**config.mk**
```make
export PLATFORM = sky130hd
export DESIGN_NAME = axi3_lw_reg_slave
export DESIGN_NICKNAME = d
export VERILOG_FILES = /design/src/rtl/axi3_pkg.sv /design/src/rtl/axi3_burst_addr.sv /design/src/rtl/axi3_lw_reg_slave.sv
export SDC_FILE = /design/constraint.sdc
export NUM_CORES = 1
export LEC_CHECK = 0
export CORE_MARGIN = 2
export CORE_UTILIZATION = 35
export CTS_BUF_LIST = sky130_fd_sc_hd__clkbuf_8
export DETAILED_ROUTE_END_ITERATION = 6
export GPL_TIMING_DRIVEN = 0
export PLACE_DENSITY = 0.65
export SETUP_SLACK_MARGIN = 0.1
export SYNTH_ARGS = -nofsm -noshare
export SYNTH_HDL_FRONTEND = slang
export SYNTH_SLANG_ARGS = --single-unit
export TNS_END_PERCENT = 5
```
**constraint.sdc**
```tcl
create_clock -name CLK -period 4.1 [get_ports CLK]
set_clock_uncertainty 0.2 [all_clocks]
set_input_delay 0.615 -clock CLK [delete_from_list [all_inputs] [get_ports CLK]]
set_output_delay 0.615 -clock CLK [all_outputs]
set_load 0.01 [all_outputs]
```
**src/rtl/axi3_pkg.sv**
```systemverilog
// Shared AXI3 encodings, engine state types and the read-beat payload for the
// lightweight-bridge register responder.
package axi3_pkg;

  localparam logic [1:0] BURST_FIXED = 2'b00;
  localparam logic [1:0] BURST_INCR  = 2'b01;
  localparam logic [1:0] BURST_WRAP  = 2'b10;

  localparam logic [1:0] RESP_OKAY   = 2'b00;
  localparam logic [1:0] RESP_SLVERR = 2'b10;

  localparam logic [2:0] SIZE_4B     = 3'b010;

  typedef enum logic [1:0] {
    W_IDLE,
    W_DATA,
    W_RESP
  } wr_state_e;

  typedef enum logic [0:0] {
    R_IDLE,
    R_DATA
  } rd_state_e;

  typedef struct packed {
    logic [31:0] data;
    logic [1:0]  resp;
    logic        last;
  } rbeat_t;

  // Only FIXED/INCR with 4-byte beats are served; anything else errors the burst.
  function automatic logic burst_illegal(input logic [1:0] burst, input logic [2:0] size);
    return !((burst == BURST_FIXED) || (burst == BURST_INCR)) || (size != SIZE_4B);
  endfunction

endpackage

```
**src/rtl/axi3_burst_addr.sv**
```systemverilog
// Per-direction burst tracker: beat counter, next address, range check, last flag.
// LOOKAHEAD exposes the beat that becomes current after this edge instead of the current one.
module axi3_burst_addr
  import axi3_pkg::*;
#(
  parameter int unsigned ADDR_W    = 21,
  parameter int unsigned NREGS     = 16,
  parameter bit          LOOKAHEAD = 1'b0,
  parameter int unsigned IDX_W     = $clog2(NREGS)
) (
  input  logic              clk,
  input  logic              rst_n,
  input  logic              i_load,
  input  logic              i_adv,
  input  logic [ADDR_W-1:0] i_addr,
  input  logic [3:0]        i_len,
  input  logic [1:0]        i_burst,
  input  logic [2:0]        i_size,
  output logic [IDX_W-1:0]  o_idx,
  output logic              o_oor,
  output logic              o_err,
  output logic              o_last
);

  // One spare bit keeps an INCR carry past the window out of range instead of wrapping.
  localparam int unsigned AW = ADDR_W + 1;

  logic [AW-1:0] r_addr, w_up_addr, w_nxt_addr, w_sel_addr;
  logic [3:0]    r_beat, r_len, w_up_beat, w_up_len, w_sel_beat, w_sel_len;
  logic          r_err, r_fixed, w_up_err, w_up_fixed, w_sel_err;

  assign w_nxt_addr = r_fixed ? r_addr : r_addr + AW'(4);

  always_comb begin
    w_up_addr  = r_addr;
    w_up_beat  = r_beat;
    w_up_len   = r_len;
    w_up_err   = r_err;
    w_up_fixed = r_fixed;
    if (i_load) begin
      w_up_addr  = AW'(i_addr);
      w_up_beat  = 4'd0;
      w_up_len   = i_len;
      w_up_err   = burst_illegal(i_burst, i_size);
      w_up_fixed = (i_burst == BURST_FIXED);
    end else if (i_adv) begin
      w_up_addr  = w_nxt_addr;
      w_up_beat  = r_beat + 4'd1;
    end
  end

  always_ff @(posedge clk or negedge rst_n) begin
    if (!rst_n) begin
      r_addr  <= '0;
      r_beat  <= '0;
      r_len   <= '0;
      r_err   <= 1'b0;
      r_fixed <= 1'b0;
    end else if (i_load || i_adv) begin
      r_addr  <= w_up_addr;
      r_beat  <= w_up_beat;
      r_len   <= w_up_len;
      r_err   <= w_up_err;
      r_fixed <= w_up_fixed;
    end
  end

  if (LOOKAHEAD) begin : g_la
    assign w_sel_addr = w_up_addr;
    assign w_sel_beat = w_up_beat;
    assign w_sel_len  = w_up_len;
    assign w_sel_err  = w_up_err;
  end else begin : g_cur
    assign w_sel_addr = r_addr;
    assign w_sel_beat = r_beat;
    assign w_sel_len  = r_len;
    assign w_sel_err  = r_err;
  end

  assign o_idx  = w_sel_addr[IDX_W+1:2];
  assign o_oor  = |w_sel_addr[AW-1:IDX_W+2];
  assign o_err  = w_sel_err;
  assign o_last = (w_sel_beat == w_sel_len);

endmodule

```
**src/rtl/axi3_lw_reg_slave.sv**
```systemverilog
// AXI3 responder for the HPS-to-FPGA lightweight bridge terminating bursts into a
// bank of 32-bit registers, with independent write and read engines.
module axi3_lw_reg_slave
  import axi3_pkg::*;
#(
  parameter int unsigned ID_W   = 12,
  parameter int unsigned ADDR_W = 21,
  parameter int unsigned NREGS  = 16
) (
  input  logic                  CLK,
  input  logic                  RST_N,
  input  logic                  awvalid,
  output logic                  awready,
  input  logic [ID_W-1:0]       awid,
  input  logic [ADDR_W-1:0]     awaddr,
  input  logic [3:0]            awlen,
  input  logic [2:0]            awsize,
  input  logic [1:0]            awburst,
  input  logic                  wvalid,
  output logic                  wready,
  input  logic [ID_W-1:0]       wid,
  input  logic [31:0]           wdata,
  input  logic [3:0]            wstrb,
  input  logic                  wlast,
  output logic                  bvalid,
  input  logic                  bready,
  output logic [ID_W-1:0]       bid,
  output logic [1:0]            bresp,
  input  logic                  arvalid,
  output logic                  arready,
  input  logic [ID_W-1:0]       arid,
  input  logic [ADDR_W-1:0]     araddr,
  input  logic [3:0]            arlen,
  input  logic [2:0]            arsize,
  input  logic [1:0]            arburst,
  output logic                  rvalid,
  input  logic                  rready,
  output logic [ID_W-1:0]       rid,
  output logic [31:0]           rdata,
  output logic [1:0]            rresp,
  output logic                  rlast,
  output logic [NREGS*32-1:0]   regs,
  output logic [NREGS-1:0]      wr_pulse
);

  localparam int unsigned IDX_W = $clog2(NREGS);

  logic [31:0]      r_regs [NREGS];
  logic [NREGS-1:0] r_wr_pulse;

  wr_state_e        r_wstate, w_wstate_nxt;
  logic             r_awready, w_awready_nxt, r_wready, w_wready_nxt;
  logic             r_bvalid, w_bvalid_nxt, r_werr, w_werr_nxt;
  logic [1:0]       r_bresp, w_bresp_nxt;
  logic [ID_W-1:0]  r_bid;

  rd_state_e        r_rstate, w_rstate_nxt;
  logic             r_arready, w_arready_nxt, r_rvalid, w_rvalid_nxt;
  rbeat_t           r_rbeat, w_rbeat_nxt, w_rbeat_ld;
  logic [ID_W-1:0]  r_rid;

  logic             w_aw_hs, w_w_hs, w_b_hs, w_ar_hs, w_r_hs;
  logic             w_wbeat_ok, w_reg_we;
  logic [IDX_W-1:0] w_wa_idx, w_ra_idx;
  logic             w_wa_oor, w_wa_err, w_wa_last, w_ra_oor, w_ra_err, w_ra_last;

  assign w_aw_hs = awvalid & r_awready;
  assign w_w_hs  = wvalid & r_wready;
  assign w_b_hs  = r_bvalid & bready;
  assign w_ar_hs = arvalid & r_arready;
  assign w_r_hs  = r_rvalid & rready;

  axi3_burst_addr #(
    .ADDR_W(ADDR_W), .NREGS(NREGS), .LOOKAHEAD(1'b0), .IDX_W(IDX_W)
  ) u_wr_addr (
    .clk(CLK), .rst_n(RST_N), .i_load(w_aw_hs), .i_adv(w_w_hs),
    .i_addr(awaddr), .i_len(awlen), .i_burst(awburst), .i_size(awsize),
    .o_idx(w_wa_idx), .o_oor(w_wa_oor), .o_err(w_wa_err), .o_last(w_wa_last)
  );

  // Read side looks one beat ahead so the output registers load the upcoming beat.
  axi3_burst_addr #(
    .ADDR_W(ADDR_W), .NREGS(NREGS), .LOOKAHEAD(1'b1), .IDX_W(IDX_W)
  ) u_rd_addr (
    .clk(CLK), .rst_n(RST_N), .i_load(w_ar_hs), .i_adv(w_r_hs & ~r_rbeat.last),
    .i_addr(araddr), .i_len(arlen), .i_burst(arburst), .i_size(arsize),
    .o_idx(w_ra_idx), .o_oor(w_ra_oor), .o_err(w_ra_err), .o_last(w_ra_last)
  );

  assign w_wbeat_ok = ~w_wa_oor & ~w_wa_err;
  assign w_reg_we   = w_w_hs & w_wbeat_ok;

  // Write engine next-state and registered handshake outputs.
  always_comb begin
    w_wstate_nxt  = r_wstate;
    w_awready_nxt = r_awready;
    w_wready_nxt  = r_wready;
    w_bvalid_nxt  = r_bvalid;
    w_bresp_nxt   = r_bresp;
    w_werr_nxt    = r_werr;
    case (r_wstate)
      W_IDLE: if (w_aw_hs) begin
        w_wstate_nxt  = W_DATA;
        w_awready_nxt = 1'b0;
        w_wready_nxt  = 1'b1;
        w_werr_nxt    = 1'b0;
      end
      W_DATA: if (w_w_hs) begin
        if (!w_wbeat_ok || (wid != r_bid) || (wlast != w_wa_last)) w_werr_nxt = 1'b1;
        if (wlast || w_wa_last) begin
          w_wstate_nxt = W_RESP;
          w_wready_nxt = 1'b0;
          w_bvalid_nxt = 1'b1;
          w_bresp_nxt  = w_werr_nxt ? RESP_SLVERR : RESP_OKAY;
        end
      end
      W_RESP: if (w_b_hs) begin
        w_wstate_nxt  = W_IDLE;
        w_bvalid_nxt  = 1'b0;
        w_awready_nxt = 1'b1;
      end
      default: w_wstate_nxt = W_IDLE;
    endcase
  end

  always_ff @(posedge CLK or negedge RST_N) begin
    if (!RST_N) begin
      r_wstate  <= W_IDLE;
      r_awready <= 1'b1;
      r_wready  <= 1'b0;
      r_bvalid  <= 1'b0;
      r_bresp   <= RESP_OKAY;
      r_werr    <= 1'b0;
      r_bid     <= '0;
    end else begin
      r_wstate  <= w_wstate_nxt;
      r_awready <= w_awready_nxt;
      r_wready  <= w_wready_nxt;
      r_bvalid  <= w_bvalid_nxt;
      r_bresp   <= w_bresp_nxt;
      r_werr    <= w_werr_nxt;
      if (w_aw_hs) r_bid <= awid;
    end
  end

  // Register bank: byte-enable merge and one-cycle write strobe.
  always_ff @(posedge CLK or negedge RST_N) begin
    if (!RST_N) begin
      for (int k = 0; k < NREGS; k++) r_regs[k] <= '0;
      r_wr_pulse <= '0;
    end else begin
      r_wr_pulse <= '0;
      if (w_reg_we) begin
        for (int b = 0; b < 4; b++) begin
          if (wstrb[b]) r_regs[w_wa_idx][8*b +: 8] <= wdata[8*b +: 8];
        end
        if (|wstrb) r_wr_pulse[w_wa_idx] <= 1'b1;
      end
    end
  end

  assign w_rbeat_ld.data = (w_ra_oor || w_ra_err) ? 32'd0 : r_regs[w_ra_idx];
  assign w_rbeat_ld.resp = (w_ra_oor || w_ra_err) ? RESP_SLVERR : RESP_OKAY;
  assign w_rbeat_ld.last = w_ra_last;

  // Read engine next-state; beat registers hold while the master stalls.
  always_comb begin
    w_rstate_nxt  = r_rstate;
    w_arready_nxt = r_arready;
    w_rvalid_nxt  = r_rvalid;
    w_rbeat_nxt   = r_rbeat;
    case (r_rstate)
      R_IDLE: if (w_ar_hs) begin
        w_rstate_nxt  = R_DATA;
        w_arready_nxt = 1'b0;
        w_rvalid_nxt  = 1'b1;
        w_rbeat_nxt   = w_rbeat_ld;
      end
      R_DATA: if (w_r_hs) begin
        if (r_rbeat.last) begin
          w_rstate_nxt  = R_IDLE;
          w_rvalid_nxt  = 1'b0;
          w_arready_nxt = 1'b1;
        end else begin
          w_rbeat_nxt   = w_rbeat_ld;
        end
      end
      default: w_rstate_nxt = R_IDLE;
    endcase
  end

  always_ff @(posedge CLK or negedge RST_N) begin
    if (!RST_N) begin
      r_rstate  <= R_IDLE;
      r_arready <= 1'b1;
      r_rvalid  <= 1'b0;
      r_rbeat   <= '0;
      r_rid     <= '0;
    end else begin
      r_rstate  <= w_rstate_nxt;
      r_arready <= w_arready_nxt;
      r_rvalid  <= w_rvalid_nxt;
      r_rbeat   <= w_rbeat_nxt;
      if (w_ar_hs) r_rid <= arid;
    end
  end

  for (genvar k = 0; k < NREGS; k++) begin : g_flat
    assign regs[32*k +: 32] = r_regs[k];
  end

  assign awready  = r_awready;
  assign wready   = r_wready;
  assign bvalid   = r_bvalid;
  assign bresp    = r_bresp;
  assign bid      = r_bid;
  assign arready  = r_arready;
  assign rvalid   = r_rvalid;
  assign rid      = r_rid;
  assign rdata    = r_rbeat.data;
  assign rresp    = r_rbeat.resp;
  assign rlast    = r_rbeat.last;
  assign wr_pulse = r_wr_pulse;

endmodule
```
==> impl_metrics.ini, run 1 <==
[run_status]
outcome = finished with violations
violations = capacitance limit

[timing]
worst_pin_slew_ns = 1.49
relSlewSlack_pct = 0.429
setup_viol = 0
worst_slack_ns = 0.173
final_hold_viol_count = 0
slew_viol_final = 0
fmax_mhz = 255
period_share_pct = 95.8
rsz0062_at_grt = yes
min_period_ns = 3.93

[floorplanning]
die_w_um = 296
core.rowCount = 106
fp.coreArea_um2 = 84000
ios = 734
start_util_pct = 35.4
fp.dieArea_um2 = 87300
die_h_um = 296

[routing]
drt_pre_antenna_iters = 5
drt-initial-drc-count = 1648
drt_wl_total_mm = 124
drc = 0
drtAntennaViolNets = 0
vias = 23100
wl_per_cell_um = 29.4
vias_per_cell = 5.46

[global_route]
antenna_found_initial = 3
grt_pass1_wl_mm = 174
grt_pass1_vias = 23800
grt_usage_pct = 27.9
grt_overflow = 0
grt_max_degree = 129

[placed_design]
place_ws_ns = -1.54
io_buffer_count = 725
gp_congestion = 0.905
hpwl_mm = 92.2

[critical_path]
cp_slowest_cell = buf_2
startpoint_type = flop
end_kind = flop
cpPeakStageDelay_ns = 0.53
worst-r2r-cell-count = 10
endpoint = rdata[1]$_DFFE_PN0P_
worstSetupPathType = flop to flop
worstPathRequired_ns = 4.58
cp.arrival_ns = 4.41
crit_chain = nand4bb_1 -> or3_1 -> clkbuf_1 -> a31oi_2 -> and2_0 -> clkbuf_1 -> buf_2 -> a22oi_1 -> nand2_1 -> a22o_1
path_max_fanout = 10
cpMostUsedCell = clkbuf_1
setup.worst_path.start = rlast$_DFFE_PN0P_
r2r-start = rlast$_DFFE_PN0P_
ff2ff_setup_slack_ns = 0.17
timing.rr.end = rdata[1]$_DFFE_PN0P_

[cells_and_area]
register_area_um2 = 16400
fillers = 7320
drive_above_1_share_pct = 30.0
multiInputGateArea_um2 = 12800
final_common_cell = clkdlybuf4s50_1
nets = 3153
area_growth_pct = 38.3
layout_common_cells = clkdlybuf4s50_1 (724), dfrtp_1 (653), mux2_2 (514)
fin_util_pct = 49.0

[cts]
cts_tree = yes
root_buffer = clkbuf_8
worstSkewPairLatency_ns = 0.74
cts_made_buffers = 115
clkTransAtPathRegs_ns = 0.06
cts_max_level = 3
clk_path_buf_depth = 3
cts.sinks = 656

[synth]
synth_async_sr_flop_share_pct = 100
yosysSeqAreaShare_pct = 55.2
syn_avg_cell_area_um2 = 13.8
syn_inst = 2150
synth-edff-count = 0
synth_cell_types = 67
syn-cell-area_um2 = 29800
ys_ff_latch = 656
ys.flop_type = dfrtp_1
yosysWarnings = 0

[power_and_ir_drop]
p_leak_nw = 18.7
ir_drop_mv = 0.270
powerDensity_nw_per_um2 = 411

[min_path]
hp-class = input pin to flop
min_path_cells = 3

[flow_run]
max_cap_violations = 1
repair_timing:
item | in CTS | in global routing
hold buffers | 2 | 0
resized for setup | 54 | 18
gates cloned | 0 | 0
endpoints found under the setup margin | 31 | 41
buffers inserted | 0 | 1
pin swaps | 1 | 1
endpoints found under the hold margin | 100 | 0
cells in the mapped netlist (11+ instances only):
master      n  area [um2]
a22o_1     30         263
mux2i_1    12         120
nor4_1     11        68.8
nand4_1    13        81.3
a21oi_1    13        65.1
nand3_1    18        90.1
nor2_1     66         248
nor2_2     40         250
dfrtp_1   654       16400
and2_1     11        68.8
xor2_1     25         219
mux2_2    514        5790
buf_2      22         110
mux4_2    120        2700
nand2_1   219         822
o21ai_0    32         160
inv_1      17        63.8
clkbuf_1   84         315
a31oi_1    15        93.8
a22oi_1    60         450
xnor2_1    21         184
routing by layer:
metal  vias to the layer above  track usage [%]  wire (um)
li1                       9639                -          -
met1                     12100             34.8      48800
met2                      1061             46.1      60200
met3                       229             8.14      10700
met4                         2             9.73       4470
met5                         -                0         11
power by group:
group          switching, mW  internal, mW  leakage [nW]
Sequential             0.199          6.69          9.07
Combinational           2.61          1.30          8.27
Clock                   2.81          3.33          1.36
Total                   5.62          11.3          18.7
layout make-up:
| class | count | area share, % |
|---|---|---|
| clock inverter | 57 | 0.793 |
| clock buffer | 147 | 4.92 |
| buffer | 124 | 1.53 |
| timing repair buffer | 737 | 18.1 |
| sequential | 656 | 39.9 |
| multi-input combinational | 1351 | 31.1 |
| antenna | 2 | 0.0122 |
| tap | 1134 | 3.45 |
| inverter | 20 | 0.195 |
state kept, by name (all words and copies together) (netlist names), 2 cells and up:
register / count
u_rd_addr.r_addr: 20
u_wr_addr.r_len: 4
u_wr_addr.r_addr: 20
u_wr_addr.r_beat: 4
regs: 512
u_rd_addr.r_beat: 4
rdata: 32
bid: 12
r_wstate: 2
u_rd_addr.r_len: 4
rid: 12
wr_pulse: 16
per-stage QoR:
step	std cells	total power, mW	hold WS [ns]	area [um2]	TNS, ns
after global placement	4010	10.7	0.259	38400	-
final	4228	16.9	0.207	41200	0
after floorplan	2151	8.95	0.119	29800	0
after detailed placement	4018	10.8	0.262	38600	-94.22
after CTS	4224	17.1	0.138	41100	0
after global routing	4227	17.6	0.157	41200	0
critical path, delay by kind of cell, from the launching register on:
kind                   cells  cell delay (ns)
AND/OR/NAND/NOR            4             1.19
AO/OA/AOI/OAI              3             0.80
buffers and inverters      3             1.14
flip-flops                 1             0.49
worst min-delay path by stage:
stage,start,endpoint
global placement,rid[8]$_DFFE_PN0P_,rid[8]$_DFFE_PN0P_
global route,awid[7],bid[7]$_DFFE_PN0P_
CTS,awid[1],bid[1]$_DFFE_PN0P_
finish,awid[1],bid[1]$_DFFE_PN0P_
detailed placement,rid[8]$_DFFE_PN0P_,rid[8]$_DFFE_PN0P_
floorplan,RST_N,bid[0]$_DFFE_PN0P_
cells by family (layout without fill, tap and decap cells):
| group | after synthesis | count (layout) | synth area share, % |
|---|---|---|---|
| AO/OA/AOI/OAI | 202 | 202 | 4.87 |
| XOR/XNOR | 46 | 46 | 1.35 |
| adder cells (fa/ha/maj) | 8 | 8 | 0.336 |
| buffers and inverters | 144 | 1085 | 2.02 |
| flip-flops | 656 | 656 | 55.2 |
| multiplexers | 646 | 646 | 28.9 |
| other | 1 | 4 | 0.0126 |
| AND/OR/NAND/NOR | 447 | 447 | 7.28 |
No activity file was read; power rests on OpenSTA's default activity.
==> run 2: changes to the inputs <==
HOLD_SLACK_MARGIN = 0.08   (was not set)
==> results of run 2 <==
No change in the layout: final DEF, timing and power equal those of run 1.
==> run 3: changes to the inputs <==
RECOVER_POWER = 25   (was not set)
==> impl_metrics.ini, run 3 (synthesized netlist as in run 1, its figures left out) <==
[cells_and_area]
final_common_cell = clkdlybuf4s50_1
design_area_um2 = 41100
drive_above_1_share_pct = 29.9
area_growth_pct = 38.1
nets = 3153
largest_register_ffs = 512
layout.cells.non_filler = 4228
fillers = 7329
layout_common_cells = clkdlybuf4s50_1 (724), dfrtp_1 (653), mux2_2 (514)
fin_util_pct = 48.9

[placed_design]
io_buffer_count = 725
placed_area_um2 = 38600
hpwl_mm = 92.2
gp_congestion = 0.905
place_inst = 4018

[floorplanning]
fp.coreArea_um2 = 84000
core.rowCount = 106
ios = 734
start_util_pct = 35.4
die_h_um = 296
die_w_um = 296
fp.dieArea_um2 = 87300

[timing]
min_period_ns = 3.93
rsz0062_at_grt = yes
setup-tns-final_ns = 0
final_hold_viol_count = 0
fmax_mhz = 254
setup_viol = 0
period_share_pct = 95.9
slew_viol_final = 310
worst_pin_slew_ns = 2.03
relSlewSlack_pct = -35.1

[routing]
drc = 0
wl_per_cell_um = 29.4
drtAntennaViolNets = 0
drt_wl_total_mm = 124
vias_per_cell = 5.45
drt_pre_antenna_iters = 5
vias = 23000
drt-initial-drc-count = 1681

[critical_path]
ff2ff_setup_slack_ns = 0.17
startpoint_type = flop
worstPathRequired_ns = 4.54
worstSetupPathType = flop to flop
crit_buf_inv = 3
end_kind = flop
timing.rr.end = rdata[21]$_DFFE_PN0P_
cpMostUsedCell = clkbuf_1
cpPeakStageDelay_ns = 0.51
cp_top_family = simple AND/OR/NAND/NOR gates
r2r-start = rlast$_DFFE_PN0P_
worst-r2r-cell-count = 10
path_max_fanout = 10
cp_slowest_cell = clkbuf_2
cp.arrival_ns = 4.37
crit_chain = nand4bb_1 -> or3_1 -> clkbuf_1 -> a31oi_2 -> and2_0 -> clkbuf_1 -> clkbuf_2 -> a22oi_1 -> nand2_1 -> a22o_1

[min_path]
min_to = bid[1]$_DFFE_PN0P_
min_path_cells = 3
hp-class = input pin to flop
min_from = awid[1]

[cts]
cts_tree = yes
root_buffer = clkbuf_8
cts.sinks = 656
clkTransAtPathRegs_ns = 0.06
cts_max_level = 3
cts_made_buffers = 115
worstSkewPairLatency_ns = 0.75
clk_path_buf_depth = 3

[power_and_ir_drop]
ir_drop_mv = 0.266
powerDensity_nw_per_um2 = 412
p_leak_nw = 18.7
power_mw = 16.9

[global_route]
grt_pass1_vias = 23800
grt_pass1_wl_mm = 174
antenna_found_initial = 3
grt_usage_pct = 27.9
grt_overflow = 0
grt_max_degree = 129

[run_status]
violations = capacitance limit, slew limit
outcome = finished with violations

[flow_run]
max_cap_violations = 3
==> run 3: metrics by stage <==
stage | worst slack [ns] | hold WS [ns]
final | 0.169 | 0.210
after detailed placement | -1.54 | 0.262
after global placement | -26.08 | 0.259
after global routing | 0.0316 | 0.157
after floorplan | 0.626 | 0.119
after CTS | 0.0545 | 0.138
==> run 3: where the power goes <==
group          switching [mW]  internal [mW]  total (mW)
clock network            2.81           3.33        6.14
registers               0.198           6.69        6.88
logic                    2.60           1.29        3.89
total                    5.61           11.3        16.9
==> run 3: cell type report <==
type	count	area (um2)	share of cell area, %
Clock inverter	57	327	0.795
Buffer	124	627	1.53
Antenna cell	2	5.00	0.0122
Tap cell	1134	1420	3.45
Timing Repair Buffer	737	7400	18.0
Sequential cell	656	16400	40.0
Inverter	20	80.1	0.195
Clock buffer	147	2020	4.92
Multi-Input combinational cell	1351	12800	31.1
==> run 3: how the worst max path moves through the flow <==
stage | startpoint | end | slack (ns) | cells past startpoint
2_1_floorplan | rready | rdata[16]$_DFFE_PN0P_ | 0.63 | 13
3_3_place_gp | RST_N | regs[115]$_DFFE_PN0P_ | -26.08 | 1
3_5_place_dp | arvalid | rdata[12]$_DFFE_PN0P_ | -1.54 | 12
4_1_cts | rlast$_DFFE_PN0P_ | rdata[11]$_DFFE_PN0P_ | 0.05 | 12
5_1_grt | wready$_DFFE_PN0P_ | regs[486]$_DFFE_PN0P_ | 0.03 | 6
6_report | rlast$_DFFE_PN0P_ | rdata[21]$_DFFE_PN0P_ | 0.17 | 10
==> run 3: timing repair <==
item	in CTS	in global routing
hold buffers	2	0
setup endpoints to repair	31	41
cloned	0	0
setup buffers	0	1
pin swaps	1	1
endpoints found under the hold margin	101	0
gates resized for setup	54	18
==> run 3: per-layer routing <==
layer  wire [um]  global-route usage, %
met1       49000                   34.8
met2       60200                   46.1
met3       10500                   8.14
met4        4550                   9.73
met5          11                      0
==> run 3: tightest hold or removal path, delay by kind of cell <==
kind,cells,cell delay [ns]
and+or+nand+nor,2,0.10
buffers and inverters,1,0.39
==> patch 1: new RTL, flow settings as in run 1 <==
`NREGS` is set to 16 in 2 places; all go to 8.
--- a/src/rtl/axi3_burst_addr.sv
+++ b/src/rtl/axi3_burst_addr.sv
@@ -4,7 +4,7 @@
   import axi3_pkg::*;
 #(
   parameter int unsigned ADDR_W    = 21,
-  parameter int unsigned NREGS     = 16,
+  parameter int unsigned NREGS     = 8,
   parameter bit          LOOKAHEAD = 1'b0,
   parameter int unsigned IDX_W     = $clog2(NREGS)
 ) (
--- a/src/rtl/axi3_lw_reg_slave.sv
+++ b/src/rtl/axi3_lw_reg_slave.sv
@@ -5,7 +5,7 @@
 #(
   parameter int unsigned ID_W   = 12,
   parameter int unsigned ADDR_W = 21,
-  parameter int unsigned NREGS  = 16
+  parameter int unsigned NREGS  = 8
 ) (
   input  logic                  CLK,
   input  logic                  RST_N,
Interface: changed (resized regs and wr_pulse); port bits go from 734 to 470. The function was not compared with the original's and may differ.
==> patch 1 against run 1 <==
- synthesized area decreased by 40%
- cell area decreased by 40%
- sequential power decreased by 44%
- count of clock-buffer cells in the layout decreased by 61
- critical path depth increased by 1
- sequential share of layout area decreased by 0.46 points
- largest cell class unchanged
- worst setup slack improved by 76 ps
- sequential cell count decreased by 264
- total power decreased by 54%
- wire length decreased by 46%
- utilization increased by 0.47 points
- clock power decreased by 41%
==> patch 1: results (changes against run 1) <==
Compound-Gate Fraction of Synth Area 0.0557 (was 0.0487); Crit Path Max Fanout 10 (unchanged); CTS Buffer Depth 3 (unchanged); PortBufs 463 (was 725); Synth async-reset ratio 1.00 (unchanged); total track usage 0.251 (was 0.279); Peak VDD IR 0.000201 V (was 0.000270 V); Clk pin slew, worst setup/hold paths 70 ps; Area contributors post-synth dfrtp_1, mux2_2, nand2_1, nand3_1, mux2i_1 (was dfrtp_1, mux2_2, mux4_2, nand2_1, a22oi_1); top cells by instance count after synthesis nand2_1, dfrtp_1, mux2_2 (was dfrtp_1, mux2_2, nand2_1); H-tree levels 3 (unchanged); post-synthesis cell type count 59 (was 67); Post-CTS Setup Bufs 0 (unchanged); max FFs per register 256 (was 512); register area share after synthesis 0.549 (was 0.552); largest net degree at the start of global routing 120 (was 129); CP max-delay cell clkbuf_1 (was buf_2); Hold Path Class input pin to flip-flop (unchanged); first-pass GRT wire length 99000 um (was 174000 um); WP data arrival 4170 ps (was 4410 ps); Synthesis Warnings 0 (unchanged); first drt pass iteration count 5 (unchanged); Synth Area in XOR/XNOR 0.0270 (was 0.0135); root buf cell clkbuf_8 (unchanged); clk_lat worst skew 670 ps (was 740 ps); cts bufs inserted 72 (was 115); initial antenna violation count 3 (unchanged); Vias per Instance 5.22 (was 5.46); final wirelength 67400 um (was 124000 um); status completed (was finished with violations); max_slew headroom 0.218 (was 0.00429); initial DRC count 917 (was 1648); fraction of layout cells with a size suffix above 1 0.182 (was 0.300); Leakage 10.8 nW (was 18.7 nW); final RePlAce weighted congestion 0.906 (was 0.905); multiplexer share of the synthesized area 0.182 (was 0.289); vias in the first global route 15600 (was 23800); nets 2326 (was 3153); hpwl dp 48900 um (was 92200 um); slowest stage delay, CP 610 ps (was 530 ps); Placement Setup Slack -487 ps (was -1540 ps); Synth Area in Adders 0.00350 (was 0.00336)
-- patch 1: cell count changes after synthesis, moves of 12 or more --
cell      delta
a22o_1      -30
a22oi_1     -59
a32oi_1     +29
buf_2       -12
clkbuf_1    -28
dfrtp_1    -264
mux2_2     -257
mux2i_1     +22
mux4_2     -120
nand2_1    +175
nand3_1     +99
nor2_1      -25
nor2_2      -24
o21ai_1     +30
-- patch 1: logic make-up (layout without fill, tap and decap cells) --
family                     Yosys count  count (layout)
xor gates and xnor gates            55              55
adders and majority gates            5               5
DFF                                392             392
muxes                              293             293
buffers and inverters               90             686
AOI/OAI and AO/OA                  152             152
and+or+nand+nor                    651             651
other                                1               3
-- patch 1: cell type report --
type | instances | area [um^2]
sequential | 392 | 9810
inverter | 13 | 48.8
timing repair buffer | 467 | 4730
tap | 672 | 841
antenna | 1 | 2.50
multi-input combinational | 1158 | 7720
clock buffer | 86 | 1180
buffer | 77 | 340
fill | 4631 | 25400
clock inverter | 43 | 203
-- patch 1: per-stage QoR --
stage	total power, mW	cell area [um^2]	cells
after global placement	4.21	23300	2775
after detailed placement	4.22	23500	2778
final	7.79	24900	2909
after floorplan	3.95	17900	1640
after CTS	7.88	24900	2908
after global routing	8.08	24900	2908
-- patch 1: repair_timing --
action / in CTS / in global routing
hold endpoints to repair: 92 / 0
resized for setup: 0 / 13
hold buffers: 1 / 0
setup endpoints to repair: 0 / 30
-- patch 1: report_power, final --
part | switching [mW] | internal (mW) | leakage (nW)
sequential | 0 | 3.87 | 5.45
combinational | 0.148 | 0.131 | 4.58
clock | 1.73 | 1.91 | 0.811
total | 1.88 | 5.91 | 10.8
-- patch 1: worst paths after layout --
path / start / endpoint / slack, ps / depth (start not counted)
max: arvalid / rdata[4] / 250 / 11
min: arid[9] / rid[9] / 270 / 3
max reg2reg: arready / rdata[4] / 310 / 10
min reg2reg: rid[10] / rid[10] / 280 / 2
max in group asynchronous: RST_N / bid[6] / 1770 / 4
min in group asynchronous: RST_N / rid[0] / 400 / 2
-- patch 1: per-layer routing --
layer / track usage / up-vias / wire, um
li1: - / 6836 / -
met1: 0.308 / 7631 / 27200
met2: 0.421 / 574 / 32800
met3: 0.0733 / 125 / 5510
met4: 0.0853 / 6 / 1810
met5: 0 / - / 40
-- patch 1: worst max-delay path, delay by kind of cell --
kind	cells	cell delay [ps]
compound gates	3	780
buf+inv	5	2280
simple gates	3	480
==> patch 2: new RTL, config.mk and constraints of run 1 <==
Without the edit above. Reset style: synchronous (`RST_N` and `rst_n`), changed in 4 clocked blocks.
--- a/src/rtl/axi3_burst_addr.sv
+++ b/src/rtl/axi3_burst_addr.sv
@@ -49,7 +49,7 @@
     end
   end
 
-  always_ff @(posedge clk or negedge rst_n) begin
+  always_ff @(posedge clk) begin
     if (!rst_n) begin
       r_addr  <= '0;
       r_beat  <= '0;
--- a/src/rtl/axi3_lw_reg_slave.sv
+++ b/src/rtl/axi3_lw_reg_slave.sv
@@ -123,7 +123,7 @@
     endcase
   end
 
-  always_ff @(posedge CLK or negedge RST_N) begin
+  always_ff @(posedge CLK) begin
     if (!RST_N) begin
       r_wstate  <= W_IDLE;
       r_awready <= 1'b1;
@@ -144,7 +144,7 @@
   end
 
   // Register bank: byte-enable merge and one-cycle write strobe.
-  always_ff @(posedge CLK or negedge RST_N) begin
+  always_ff @(posedge CLK) begin
     if (!RST_N) begin
       for (int k = 0; k < NREGS; k++) r_regs[k] <= '0;
       r_wr_pulse <= '0;
@@ -189,7 +189,7 @@
     endcase
   end
 
-  always_ff @(posedge CLK or negedge RST_N) begin
+  always_ff @(posedge CLK) begin
     if (!RST_N) begin
       r_rstate  <= R_IDLE;
       r_arready <= 1'b1;
Function: not settled (the Yosys comparison gave no result); the edit may change what the design does.
==> patch 2 against run 1 <==
- cell area up 0.20%
- synthesized area is 0.69% higher
- worst setup slack got worse by 130 ps
- sequential cell count unchanged
- largest power group unchanged
- critical path depth down 3
- maximum frequency decreased by 3.3%
- count of clock-buffer cells in the layout decreased by 21
- combinational power shrank 27%
- wire length is 13% higher
- clock power fell by 1%
- die area rose by 0.68%
- total power fell by 2.5%
==> patch 2: results (changes against run 1) <==
Synth Area in XOR/XNOR 0.0167 (was 0.0135); top cells by instance count after synthesis and2_1, edfxtp_1, nand2_1 (was dfrtp_1, mux2_2, nand2_1); crit share post-route 0.991 (was 0.958); met3 Use GR 0.0921 (was 0.0814); first-pass GRT wire length 188000 um (was 174000 um); Power Dens Cells 400 nW/um^2 (was 411 nW/um^2); vias in the first global route 24600 (was 23800); final wirelength 141000 um (was 124000 um); Post-synth EDFFs 512 (was 0); WP data arrival 4230 ps (was 4410 ps); met2 Use GR 0.520 (was 0.461); met2 routed wirelength 67200 um (was 60200 um); RR Startpoint u_wr_addr.r_addr[6] (was rlast); nets 3571 (was 3153); Compound-Gate Fraction of Synth Area 0.103 (was 0.0487); WL met1 53400 um (was 48800 um); status completed (was finished with violations); metal3 WL 14300 um (was 10700 um); WL per Instance 30.1 um (was 29.4 um); final RePlAce weighted congestion 0.918 (was 0.905); CP max-delay cell o21ai_0 (was buf_2); Clk pwr share 0.368 (was 0.363); Peak VDD IR 0.000274 V (was 0.000270 V); Synth async-reset ratio 0 (was 1.00); cells on worst reg2reg path 7 (was 10); met1 Use GR 0.374 (was 0.348); post-synthesis cell type count 64 (was 67); Leakage 15.3 nW (was 18.7 nW); Synth Area in Adders 0.00334 (was 0.00336); reg-to-reg slack, setup 40 ps (was 170 ps); Sw Pwr 4.93 mW (was 5.62 mW); hpwl dp 108000 um (was 92200 um); max_slew headroom 0.0741 (was 0.00429); multiplexer share of the synthesized area 0.0663 (was 0.289)
## patch 2: changes by cell type after synthesis, sizes merged, moves of 60 or more
cell and delta:
a21oi +158, and2 +505, dfrtp -654, dfxtp +144, edfxtp +512, mux2 -511, mux2i +183, mux4 -120
o22ai +60
## patch 2: layout make-up
cell class | instances | area (um^2) | area share
antenna | 3 | 7.51 | 0.000182
buffer | 170 | 764 | 0.0185
clock buffer | 126 | 1730 | 0.0421
clock inverter | 88 | 549 | 0.0133
inverter | 11 | 41.3 | 0.00100
multi-input combinational | 1728 | 11000 | 0.267
sequential | 656 | 18300 | 0.443
tap | 1144 | 1430 | 0.0347
timing repair buffer | 744 | 7430 | 0.180
## patch 2: through the flow
step,cell area (um^2),TNS [ps]
floorplan,30000,0
global placement,38700,-74160
detailed placement,38700,-47550
CTS,41200,0
global route,41200,-2140
finish,41200,0
## patch 2: timing repair
action	CTS	global route
resized for setup	54	33
hold endpoints to repair	0	0
pin swaps	1	1
buffers inserted	7	0
endpoints found under the setup margin	284	277
